`src/rtl/pow2_boxcar_lpf_if.sv`:
```
// pow2_boxcar_lpf_if: sample-stream bundle for the power-of-two boxcar LPF.
// Carries the input handshake, output handshake and the length/flush controls.
// The master drives samples and controls; the slave is the filter.
interface pow2_boxcar_lpf_if #(
    parameter int BIT_WIDTH = 24,
    parameter int CH_W      = 1,
    parameter int SEL_W     = 3
);
    logic [SEL_W-1:0]            filt_sel;
    logic                        flush;
    logic                        in_valid;
    logic                        in_ready;
    logic [CH_W-1:0]             in_ch;
    logic signed [BIT_WIDTH-1:0] d;
    logic                        out_valid;
    logic                        out_ready;
    logic [CH_W-1:0]             out_ch;
    logic signed [BIT_WIDTH-1:0] q;
    logic                        busy;

    modport master (
        output filt_sel, flush, in_valid, in_ch, d, out_ready,
        input  in_ready, out_valid, out_ch, q, busy
    );

    modport slave (
        input  filt_sel, flush, in_valid, in_ch, d, out_ready,
        output in_ready, out_valid, out_ch, q, busy
    );
endinterface

```
`src/rtl/pow2_boxcar_lpf.sv`:
```
// pow2_boxcar_lpf: multi-channel, time-multiplexed running-average low-pass
// filter of length 2^sel (1 .. 2^MAX_LOG2 taps). Each channel keeps a circular
// delay line, a write pointer and a running sum; a length change or flush
// request drains the output and then clears every delay entry, one per cycle.
// Optional macro LPF_ROUND_EN: round half up before the shift and saturate the
// result to the signed BIT_WIDTH range (default build: plain floor shift).
module pow2_boxcar_lpf #(
    parameter int BIT_WIDTH = 24,
    parameter int MAX_LOG2  = 4,
    parameter int CHANNELS  = 2,
    parameter int SEL_W     = 3,
    localparam int CH_W     = (CHANNELS > 1) ? $clog2(CHANNELS) : 1
) (
    input  logic             clk,
    input  logic             reset,
    pow2_boxcar_lpf_if.slave bus
);
    localparam int DEPTH = 1 << MAX_LOG2;
    localparam int SUM_W = BIT_WIDTH + MAX_LOG2;
    localparam int CNT_W = CH_W + MAX_LOG2;
    localparam logic [CNT_W-1:0] CNT_LAST = CNT_W'(CHANNELS * DEPTH - 1);
    localparam logic [CH_W:0]    CH_LIM   = (CH_W + 1)'(CHANNELS);
    localparam logic [SEL_W-1:0] SEL_MAX  = SEL_W'(MAX_LOG2);
`ifdef LPF_ROUND_EN
    localparam logic signed [SUM_W:0] SAT_MAX = (SUM_W + 1)'((1 << (BIT_WIDTH - 1)) - 1);
    localparam logic signed [SUM_W:0] SAT_MIN = (SUM_W + 1)'(-(1 << (BIT_WIDTH - 1)));
`endif

    typedef enum logic [0:0] {
        ST_RUN   = 1'b0,
        ST_FLUSH = 1'b1
    } state_t;

    state_t                      state_q, state_d;
    logic [SEL_W-1:0]            active_sel_q, active_sel_d;
    logic                        flush_pending_q, flush_pending_d;
    logic [CNT_W-1:0]            flush_cnt_q, flush_cnt_d;
    logic signed [SUM_W-1:0]     sum_q [CHANNELS];
    logic signed [SUM_W-1:0]     sum_d [CHANNELS];
    logic [MAX_LOG2-1:0]         wp_q  [CHANNELS];
    logic [MAX_LOG2-1:0]         wp_d  [CHANNELS];
    logic signed [BIT_WIDTH-1:0] mem_q [CHANNELS][DEPTH];
    logic                        out_valid_q, out_valid_d;
    logic [CH_W-1:0]             out_ch_q, out_ch_d;
    logic signed [BIT_WIDTH-1:0] q_q, q_d;

    logic [SEL_W-1:0]            sel_clamped_s;
    logic                        ch_ok_s;
    logic [CH_W-1:0]             ch_s;
    logic [MAX_LOG2-1:0]         l_mod_s;
    logic [MAX_LOG2-1:0]         rd_idx_s;
    logic signed [BIT_WIDTH-1:0] old_s;
    logic signed [SUM_W-1:0]     new_sum_s;
    logic signed [BIT_WIDTH-1:0] q_calc_s;
    logic                        in_ready_s;
    logic                        accept_s;
    logic                        load_s;
    logic                        sel_req_s;
    logic                        mem_we_s;
    logic [CH_W-1:0]             mem_wch_s;
    logic [MAX_LOG2-1:0]         mem_widx_s;
    logic signed [BIT_WIDTH-1:0] mem_wdata_s;
`ifdef LPF_ROUND_EN
    logic [SUM_W:0]              rnd_add_s;
    logic signed [SUM_W:0]       rnd_sum_s;
    logic signed [SUM_W:0]       rnd_shift_s;
`endif

    // Decode the incoming sample: channel check, delay tap, new running sum and scaled result.
    always_comb begin
        if (bus.filt_sel > SEL_MAX) begin
            sel_clamped_s = SEL_MAX;
        end else begin
            sel_clamped_s = bus.filt_sel;
        end
        ch_ok_s = ({1'b0, bus.in_ch} < CH_LIM);
        if (ch_ok_s) begin
            ch_s = bus.in_ch;
        end else begin
            ch_s = '0;
        end
        // L modulo depth: full length wraps to 0, i.e. the entry being overwritten.
        l_mod_s   = MAX_LOG2'(1) << active_sel_q;
        rd_idx_s  = wp_q[ch_s] - l_mod_s;
        old_s     = mem_q[ch_s][rd_idx_s];
        new_sum_s = sum_q[ch_s]
                  + {{MAX_LOG2{bus.d[BIT_WIDTH-1]}}, bus.d}
                  - {{MAX_LOG2{old_s[BIT_WIDTH-1]}}, old_s};
`ifdef LPF_ROUND_EN
        if (active_sel_q != '0) begin
            rnd_add_s = (SUM_W + 1)'(1) << (active_sel_q - SEL_W'(1));
        end else begin
            rnd_add_s = '0;
        end
        rnd_sum_s   = {new_sum_s[SUM_W-1], new_sum_s} + rnd_add_s;
        rnd_shift_s = rnd_sum_s >>> active_sel_q;
        if (rnd_shift_s > SAT_MAX) begin
            q_calc_s = {1'b0, {(BIT_WIDTH - 1){1'b1}}};
        end else if (rnd_shift_s < SAT_MIN) begin
            q_calc_s = {1'b1, {(BIT_WIDTH - 1){1'b0}}};
        end else begin
            q_calc_s = BIT_WIDTH'(rnd_shift_s);
        end
`else
        q_calc_s = BIT_WIDTH'(new_sum_s >>> active_sel_q);
`endif
        in_ready_s = !reset && (state_q == ST_RUN) && (!out_valid_q || bus.out_ready)
                   && !flush_pending_q;
        accept_s   = bus.in_valid && in_ready_s;
        load_s     = accept_s && ch_ok_s;
        sel_req_s  = bus.flush || (sel_clamped_s != active_sel_q);
    end

    // Next-state logic: RUN/FLUSH sequencing, per-channel state and delay-line writes.
    always_comb begin
        state_d         = state_q;
        active_sel_d    = active_sel_q;
        flush_pending_d = flush_pending_q;
        flush_cnt_d     = flush_cnt_q;
        sum_d           = sum_q;
        wp_d            = wp_q;
        mem_we_s        = 1'b0;
        mem_wch_s       = ch_s;
        mem_widx_s      = wp_q[ch_s];
        mem_wdata_s     = bus.d;
        case (state_q)
            ST_RUN: begin
                // No accept is possible while a flush is pending, so draining the output suffices.
                if (flush_pending_q && !out_valid_q) begin
                    state_d         = ST_FLUSH;
                    active_sel_d    = sel_clamped_s;
                    flush_pending_d = bus.flush;
                    flush_cnt_d     = '0;
                    for (int i = 0; i < CHANNELS; i++) begin
                        sum_d[i] = '0;
                        wp_d[i]  = '0;
                    end
                end else begin
                    flush_pending_d = flush_pending_q || sel_req_s;
                    if (load_s) begin
                        sum_d[ch_s] = new_sum_s;
                        wp_d[ch_s]  = wp_q[ch_s] + MAX_LOG2'(1);
                        mem_we_s    = 1'b1;
                    end else begin
                        mem_we_s    = 1'b0;
                    end
                end
            end
            ST_FLUSH: begin
                flush_pending_d = flush_pending_q || sel_req_s;
                mem_we_s        = 1'b1;
                mem_wch_s       = flush_cnt_q[CNT_W-1:MAX_LOG2];
                mem_widx_s      = flush_cnt_q[MAX_LOG2-1:0];
                mem_wdata_s     = '0;
                if (flush_cnt_q == CNT_LAST) begin
                    state_d     = ST_RUN;
                end else begin
                    flush_cnt_d = flush_cnt_q + CNT_W'(1);
                end
            end
            default: begin
                state_d = ST_RUN;
            end
        endcase
    end

    // Output register: load on a kept sample, hold under back-pressure, clear on handoff.
    always_comb begin
        out_valid_d = out_valid_q;
        out_ch_d    = out_ch_q;
        q_d         = q_q;
        if (load_s) begin
            out_valid_d = 1'b1;
            out_ch_d    = ch_s;
            q_d         = q_calc_s;
        end else if (bus.out_ready) begin
            out_valid_d = 1'b0;
        end else begin
            out_valid_d = out_valid_q;
        end
    end

    // Control and output flops; reset aborts any flush in progress.
    always_ff @(posedge clk or posedge reset) begin
        if (reset) begin
            state_q         <= ST_RUN;
            active_sel_q    <= '0;
            flush_pending_q <= 1'b0;
            flush_cnt_q     <= '0;
            out_valid_q     <= 1'b0;
            out_ch_q        <= '0;
            q_q             <= '0;
        end else begin
            state_q         <= state_d;
            active_sel_q    <= active_sel_d;
            flush_pending_q <= flush_pending_d;
            flush_cnt_q     <= flush_cnt_d;
            out_valid_q     <= out_valid_d;
            out_ch_q        <= out_ch_d;
            q_q             <= q_d;
        end
    end

    // Per-channel running sums and write pointers.
    always_ff @(posedge clk or posedge reset) begin
        if (reset) begin
            for (int i = 0; i < CHANNELS; i++) begin
                sum_q[i] <= '0;
                wp_q[i]  <= '0;
            end
        end else begin
            for (int i = 0; i < CHANNELS; i++) begin
                sum_q[i] <= sum_d[i];
                wp_q[i]  <= wp_d[i];
            end
        end
    end

    // Delay-line storage: single write port shared by sample writes and flush clears.
    always_ff @(posedge clk or posedge reset) begin
        if (reset) begin
            for (int c = 0; c < CHANNELS; c++) begin
                for (int k = 0; k < DEPTH; k++) begin
                    mem_q[c][k] <= '0;
                end
            end
        end else if (mem_we_s) begin
            mem_q[mem_wch_s][mem_widx_s] <= mem_wdata_s;
        end
    end

    assign bus.in_ready  = in_ready_s;
    assign bus.out_valid = out_valid_q;
    assign bus.out_ch    = out_ch_q;
    assign bus.q         = q_q;
    assign bus.busy      = (state_q == ST_FLUSH);
endmodule

```
`src/flat_wrapper.sv`:
```
// flat-port wrapper written by rule: the top's interface ports become plain ports
module pow2_boxcar_lpf_flat 
#(
    parameter int BIT_WIDTH = 24,
    parameter int MAX_LOG2  = 4,
    parameter int CHANNELS  = 2,
    parameter int SEL_W     = 3,
    localparam int CH_W     = (CHANNELS > 1) ? $clog2(CHANNELS) : 1
)
  (clk, reset, bus_filt_sel, bus_flush, bus_in_valid, bus_in_ch, bus_d, bus_out_ready, bus_in_ready, bus_out_valid, bus_out_ch, bus_q, bus_busy);
  pow2_boxcar_lpf_if #(.BIT_WIDTH(BIT_WIDTH), .CH_W((1)), .SEL_W(SEL_W)) bus_i ();
  input  logic clk;
  input  logic reset;
  input wire logic [$bits(bus_i.filt_sel)-1:0] bus_filt_sel;
  input wire logic [$bits(bus_i.flush)-1:0] bus_flush;
  input wire logic [$bits(bus_i.in_valid)-1:0] bus_in_valid;
  input wire logic [$bits(bus_i.in_ch)-1:0] bus_in_ch;
  input wire logic [$bits(bus_i.d)-1:0] bus_d;
  input wire logic [$bits(bus_i.out_ready)-1:0] bus_out_ready;
  output wire logic [$bits(bus_i.in_ready)-1:0] bus_in_ready;
  output wire logic [$bits(bus_i.out_valid)-1:0] bus_out_valid;
  output wire logic [$bits(bus_i.out_ch)-1:0] bus_out_ch;
  output wire logic [$bits(bus_i.q)-1:0] bus_q;
  output wire logic [$bits(bus_i.busy)-1:0] bus_busy;
  assign bus_i.filt_sel = bus_filt_sel;
  assign bus_i.flush = bus_flush;
  assign bus_i.in_valid = bus_in_valid;
  assign bus_i.in_ch = bus_in_ch;
  assign bus_i.d = bus_d;
  assign bus_i.out_ready = bus_out_ready;
  assign bus_in_ready = bus_i.in_ready;
  assign bus_out_valid = bus_i.out_valid;
  assign bus_out_ch = bus_i.out_ch;
  assign bus_q = bus_i.q;
  assign bus_busy = bus_i.busy;
  pow2_boxcar_lpf #(.BIT_WIDTH(BIT_WIDTH), .MAX_LOG2(MAX_LOG2), .CHANNELS(CHANNELS), .SEL_W(SEL_W)) u_core (.clk(clk), .reset(reset), .bus(bus_i));
endmodule
```
`config.mk`:
```
export PLATFORM = sky130hd
export DESIGN_NAME = pow2_boxcar_lpf_flat
export DESIGN_NICKNAME = d
export VERILOG_FILES = /design/src/rtl/pow2_boxcar_lpf_if.sv /design/src/rtl/pow2_boxcar_lpf.sv /design/src/flat_wrapper.sv
export SDC_FILE = /design/constraint.sdc
export NUM_CORES = 2
export LEC_CHECK = 0
export ABC_AREA = 1
export CAP_MARGIN = 20
export CORE_MARGIN = 2
export CORE_UTILIZATION = 40
export CTS_BUF_LIST = sky130_fd_sc_hd__clkbuf_4 sky130_fd_sc_hd__clkbuf_8
export DETAILED_ROUTE_END_ITERATION = 8
export PLACE_DENSITY = 0.51
export SLEW_MARGIN = 20
export SYNTH_ARGS = -nofsm -noshare
export SYNTH_HDL_FRONTEND = slang
export SYNTH_SLANG_ARGS = --single-unit
```
`constraint.sdc`:
```
create_clock -name clk -period 36.6 [get_ports clk]
set_clock_uncertainty 0.15 [all_clocks]
set_input_delay 5.49 -clock clk [delete_from_list [all_inputs] [get_ports clk]]
set_output_delay 5.49 -clock clk [all_outputs]
set_load 0.01 [all_outputs]
```
=== Word level (Yosys, flattened, before mapping) ===
Cells that the tools add are included.
W data, S select, Z words.

* Muxes and demuxes: 44
* Shifts and indexed selects: 2
* Eq/ne operators: 4
* Bitwise gates (word level): 5
* Add/sub/neg operators: 5
* Magnitude comparators: 8
* Reduce and logical (&&, ||, !) cells: 19

{| class="wikitable"
|+ Operators by type and width
! kind !! number
|-
| $mux W384 || 4
|-
| $bwmux W768 || 1
|-
| $demux W384 S1 || 1
|-
| $mux W28 || 4
|-
| $mux W56 || 2
|-
| $bmux W24 S4 || 1
|-
| $demux W24 S4 || 1
|-
| $mux W24 || 4
|-
| $bwmux W56 || 1
|-
| $add A28 B28 Y28 || 1
|-
| $demux W28 S1 || 1
|-
| $sshr A28 B3 Y24 || 1
|-
| $sub A28 B28 Y28 || 1
|-
| $mux W4 || 5
|-
| $mux W8 || 2
|-
| $ge A5 B5 Y1 const B || 2
|-
| $mux W5 || 2
|-
| $not A4 Y5 || 2
|-
| $pmux W5 S2 || 1
|-
| $bwmux W8 || 1
|-
| $logic_and A1 B1 Y1 || 8
|-
| $mux W1 || 8
|-
| $pmux W1 S2 || 3
|-
| $reduce_and A2 Y1 || 3
|-
| 18 further kinds || 27
|}

* Register bits: 868
* Bits of input ports: 33
* Output and inout bits: 28
* Logic and storage cells: 130

=== Logic depth before layout (Yosys ltp) ===
* Depth in word-level cells: 13
* Gate-level depth with buffers: 35
* Depth with buffers taken out: 32

=== Worst setup path before layout ===
Ideal clock, no wire load.

* Path type: input to output
* Start: input reset
* End: output bus_in_ready
* Slack: 25181 ps
* Path buffers: 0
* Stages on the path: 1
* Data required time: 30960 ps
* Arrival time: 5779 ps
* Cell sequence: nor4_4

* Cells in the longest elaborated chain, start to end: 4

{| class="wikitable"
|+ RTL lines
! item !! line !! source
|-
| from (decl) || flat_wrapper.sv:13 || <nowiki>input logic reset;</nowiki>
|-
| $logic_not A1 Y1 || pow2_boxcar_lpf.sv:107 || <nowiki>in_ready_s = !reset && (state_q == ST_RUN) && (!out_valid_q || bus.out_ready)</nowiki>
|-
| $logic_and A1 B1 Y1 (2 in series) || pow2_boxcar_lpf.sv:107 ||
|-
| $logic_and A1 B1 Y1 || pow2_boxcar_lpf.sv:108 || <nowiki>&& !flush_pending_q;</nowiki>
|-
| to (decl) || flat_wrapper.sv:20 || <nowiki>output wire logic [$bits(bus_i.in_ready)-1:0] bus_in_ready;</nowiki>
|}

Every way passes these cells.

=== Worst setup path after layout ===
* Start: input bus_in_ch
* End: register u_core.q_q[15], in the netlist u_core.bus.q[15]

* Cells in the longest elaborated chain, start to end: 11
* Elaborated cells between the ends (all ways): 18
* Classes of those cells: add/sub: 3; shift: 1; mux: 12; bitwise: 2

{| class="wikitable"
|+ RTL lines
! item !! line !! source
|-
| from (decl) || flat_wrapper.sv:17 || <nowiki>input wire logic [$bits(bus_i.in_ch)-1:0] bus_in_ch;</nowiki>
|-
| $not A1 Y2 (not written as such) * || pow2_boxcar_lpf.sv:84, pow2_boxcar_lpf.sv:85, pow2_boxcar_lpf.sv:86 ||
|-
| $mux W4 (not written as such) (3 in series) || pow2_boxcar_lpf.sv:84 || <nowiki>rd_idx_s = wp_q[ch_s] - l_mod_s;</nowiki>
|-
| $sub A4 B4 Y4 || pow2_boxcar_lpf.sv:84 ||
|-
| $not A4 Y5 (not written as such) || pow2_boxcar_lpf.sv:85 || <nowiki>old_s = mem_q[ch_s][rd_idx_s];</nowiki>
|-
| $bmux W24 S4 || pow2_boxcar_lpf.sv:85 ||
|-
| $mux W24 (not written as such) (2 in series) || pow2_boxcar_lpf.sv:85 ||
|-
| $sub A28 B28 Y28 * || pow2_boxcar_lpf.sv:88 || <nowiki>- {{MAX_LOG2{old_s[BIT_WIDTH-1]}}, old_s};</nowiki>
|-
| $sshr A28 B3 Y24 * || pow2_boxcar_lpf.sv:105 || <nowiki>q_calc_s = BIT_WIDTH'(new_sum_s >>> active_sel_q);</nowiki>
|-
| to (signal assigned) || pow2_boxcar_lpf.sv:200 || <nowiki>q_q <= q_d;</nowiki>
|-
| to (decl) || pow2_boxcar_lpf.sv:45 || <nowiki>logic signed [BIT_WIDTH-1:0] q_q, q_d;</nowiki>
|}

Mark *: on every way between the ends. The rest lies on a longest branch, timed or not. The select of a mux whose other input is x is not followed.
A chain may end at the register's enable or synchronous reset.

==> results_dict.tcl <==
set metrics [dict create \
    worst_ep_arrival_time_ps 13510 \
    syn_to_final_growth_pct 10.2 \
    timing.hold.worst.start "u_core.mem_q[111]" \
    drt-initial-drc-count 3197 \
    drt-wirelength-per-cell_um 21.2 \
    synth_top_cell_by_area "sky130_fd_sc_hd__dfrtp_1" \
    clock_tree.htree_level_count 4 \
    hold_end "u_core.mem_q[111]" \
    rows 119 \
    cts.root.buffer_cell "sky130_fd_sc_hd__clkbuf_8" \
    die_width_um 329 \
    critPathCaptureType "flip-flop" \
    route.antenna.remaining_nets 0 \
    post_cts_resized 0 \
    min-delay-path-class "reg2reg" \
    run_status "completed" \
    grt_setup_unrepaired "no" \
    required_arrival_time_at_the_worst_endpoint_ps 37160 \
    place.gp.congestion 0.917 \
    final_hold_viol_count 0 \
    num_cts_buffers 156 \
    grt_start_max_net_pins 160 \
    cap_violations 0 \
    cp_slowest_stage_delay_ps 1080 \
    initial_antenna_violation_count 1 \
    clk_path_buf_depth 3 \
    critPathLaunchType "primary input" \
    synthesis.nets 5195 \
    layout.cells.most_common "sky130_fd_sc_hd__nand2_1" \
    finalWorstPathRequiredPeriod_ps 12940 \
    post_cts_setup_repair_buffer_count 0 \
    synth_area_um2 42200 \
    post_synth_num_cell_types 47 \
    worst_skew_pair.late_latency_ps 840 \
    crit_path_max_fanout 127 \
    cts-hold-fix-buffers 0 \
    clk_transition_reported_paths_ps 60 \
    syn_area_per_cell_um2 8.28 \
    hold_ws_ps 326 \
    global_route_wire_length_before_repair_um 214000 \
    cts_sinks 868 \
    max_slew.worst_pin.slew_ps 1080 \
    family_of_cells_with_the_greatest_summed_delay_on_the_critical_path "adder cells" \
    syn-instance-count 5099 \
    grt_use_total 0.255 \
    timing_max_transition_violations_final 0 \
    initial_utilization 0.402 \
    layout-drive-gt1-share 0.0862 \
    fillerInstances 10708 \
    yosys.area.top_type_share 0.514 \
    critPathKind "in2reg" \
    worst-path-buf-inv 4 \
    seq_area_frac_synth 0.514 \
    timing.critical_path.slowest_stage_cell "sky130_fd_sc_hd__fa_4" \
    viasPerCell 5.47 \
    yosys_warnings 0 \
    r2r_cells 24 \
    floorplan.io_pins 61 \
    detailedRoute.firstPassIterationCount 5 \
    cts_tree "done" \
    yosys-top-cells-area "sky130_fd_sc_hd__dfrtp_1, sky130_fd_sc_hd__nand2_1, sky130_fd_sc_hd__o21ai_0" \
    final-setup-viol-count 0 \
    detailed_place_hpwl_um 78500 \
    number_of_global_route_vias_before_repair 35241 \
    die-area_um2 108000 \
    hold-path-cell-count 2 \
    drt_drc_violations_left 0 \
    num-nets-final 5059 \
    layout.cells.most_common_list "sky130_fd_sc_hd__nand2_1, sky130_fd_sc_hd__dfrtp_1, sky130_fd_sc_hd__o21ai_0, sky130_fd_sc_hd__o21ai_1, sky130_fd_sc_hd__nor2_1" \
    r2r_start "u_core.active_sel_q[2]" \
    fin_setup_tns_ps 0 \
    min_period_over_period 0.354 \
    ff_latch_area_um2 21700 \
    multiInputGateArea_um2 17700 \
    flops_latches_synth 868 \
    y_dimension_of_the_die_um 329 \
    fp.coreArea_um2 105000 \
    gr-total-overflow 0 \
    relSlewSlack 0.278 \
    port_buffers 60 \
    vias 35352 \
    reg2reg_to "u_core.bus.q[15]" \
    most_frequent_cell_on_critical_path "sky130_fd_sc_hd__nand2_1" \
    totalWireLength_um 137000 \
    max_clock_freq_ghz 0.0773 \
    regToRegSetupSlack_ps 28380 \
]
## layout make-up
type / count / area share
multi-input combinational: 3584 / 0.380
sequential: 868 / 0.467
inverter: 210 / 0.0176
clock inverter: 20 / 0.00486
clock buffer: 247 / 0.0654
timing repair buffer: 143 / 0.0285
tap: 1391 / 0.0374
antenna: 2 / 0.000107
## per-layer routing
metal  up-vias  part of all wire  global-route usage  wire [um]
met5         -                 0                   0          0
met4         0             0.037               0.106       5060
met3       249             0.048              0.0378       6610
met2       907              0.46               0.404      62300
met1     17332              0.46               0.351      62800
li1      16864                 -                   -          -
## cells in the mapped netlist, drive strengths merged
cell and n:
o21a 1, nor4 1, a21o 1, o221ai 63, nor3 14, fa 28
a21oi 198, dfrtp 868, a31oi 10, ha 35, nand2 1406, nand3b 3
and2 7, a221oi 66, xnor2 6, o211ai 21, o21ai 1106, buf 187
o22ai 75, clkinv 2, inv 208, xor2 12, o21bai 3, or3 18
or2 2, a211oi 1, mux2i 1, a221o 23, o311ai 2, nand4 8
nand3 174, nor2 297, o32ai 2, clkbuf 250
## sequential cells by signal, indices dropped and copies added (netlist names)
name,count
u_core.active_sel_q,3
u_core.bus.out_valid,1
u_core.mem_q,768
u_core.flush_cnt_q,5
u_core.wp_q,8
u_core.bus.q,24
u_core.bus.busy,1
u_core.sum_q,56
u_core.bus.out_ch,1
u_core.flush_pending_q,1
## stage by stage
| stage | instances | worst slack, ps | area [um^2] | util |
|---|---|---|---|---|
| 3_3_place_gp | 6192 | 22960 | 43200 | 0.411 |
| 5_1_grt | 6464 | 23330 | 46600 | 0.444 |
| 2_1_floorplan | 5099 | 6570 | 42200 | - |
| 3_5_place_dp | 6196 | 22920 | 43300 | 0.412 |
| 6_report | 6465 | 23660 | 46600 | 0.444 |
| 4_1_cts | 6463 | 23820 | 46500 | 0.443 |
## worst register-to-register path, cell delays in order, from the launching register on
cell and delay, ps:
sky130_fd_sc_hd__dfrtp_1 1020, sky130_fd_sc_hd__nor2_1 240, sky130_fd_sc_hd__ha_4 240, sky130_fd_sc_hd__fa_4 1080
sky130_fd_sc_hd__buf_4 540, sky130_fd_sc_hd__buf_4 700, sky130_fd_sc_hd__a221o_1 230, sky130_fd_sc_hd__nand2_1 70
sky130_fd_sc_hd__o21ai_0 830, sky130_fd_sc_hd__nor2_1 90, sky130_fd_sc_hd__a31oi_1 230, sky130_fd_sc_hd__fa_1 480
sky130_fd_sc_hd__ha_1 430, sky130_fd_sc_hd__nand2_1 100, sky130_fd_sc_hd__nand3_1 200, sky130_fd_sc_hd__nand2_1 80
sky130_fd_sc_hd__nand2_1 210, sky130_fd_sc_hd__nand2_1 80, sky130_fd_sc_hd__nand2_1 100, sky130_fd_sc_hd__xor2_1 440
sky130_fd_sc_hd__nand2_1 140, sky130_fd_sc_hd__nand3_1 150, sky130_fd_sc_hd__nand3_1 120, sky130_fd_sc_hd__nand3_1 100
sky130_fd_sc_hd__nand2_1 60
## cell families (layout without fill, tap and decap cells)
logic type,count (synthesis),after routing,synth area share
AOI/OAI and AO/OA,1572,1572,0.206
xor gates and xnor gates,18,18,0.00373
adders and majority gates,63,63,0.0236
buffers and inverters,647,620,0.0707
DFF,868,868,0.514
muxes,1,1,0.000237
other,0,2,0
and+or+nand+nor,1930,1930,0.181
## worst max-delay path by stage
| stage | end | slack, ps | from | cells past startpoint |
|---|---|---|---|---|
| 4_1_cts | u_core.bus.q[8] | 23820 | bus_in_ch | 30 |
| 3_5_place_dp | u_core.bus.q[8] | 22920 | bus_in_ch | 30 |
| 6_report | u_core.bus.q[15] | 23660 | bus_in_ch | 26 |
| 3_3_place_gp | u_core.bus.q[8] | 22960 | bus_in_ch | 30 |
| 5_1_grt | u_core.bus.q[8] | 23330 | bus_in_ch | 30 |
| 2_1_floorplan | u_core.active_sel_q[0] | 6570 | reset | 1 |
Power is left out: the tool's default activity adds up to more than one toggle a clock period on the data nets, which glitch-free logic cannot reach.
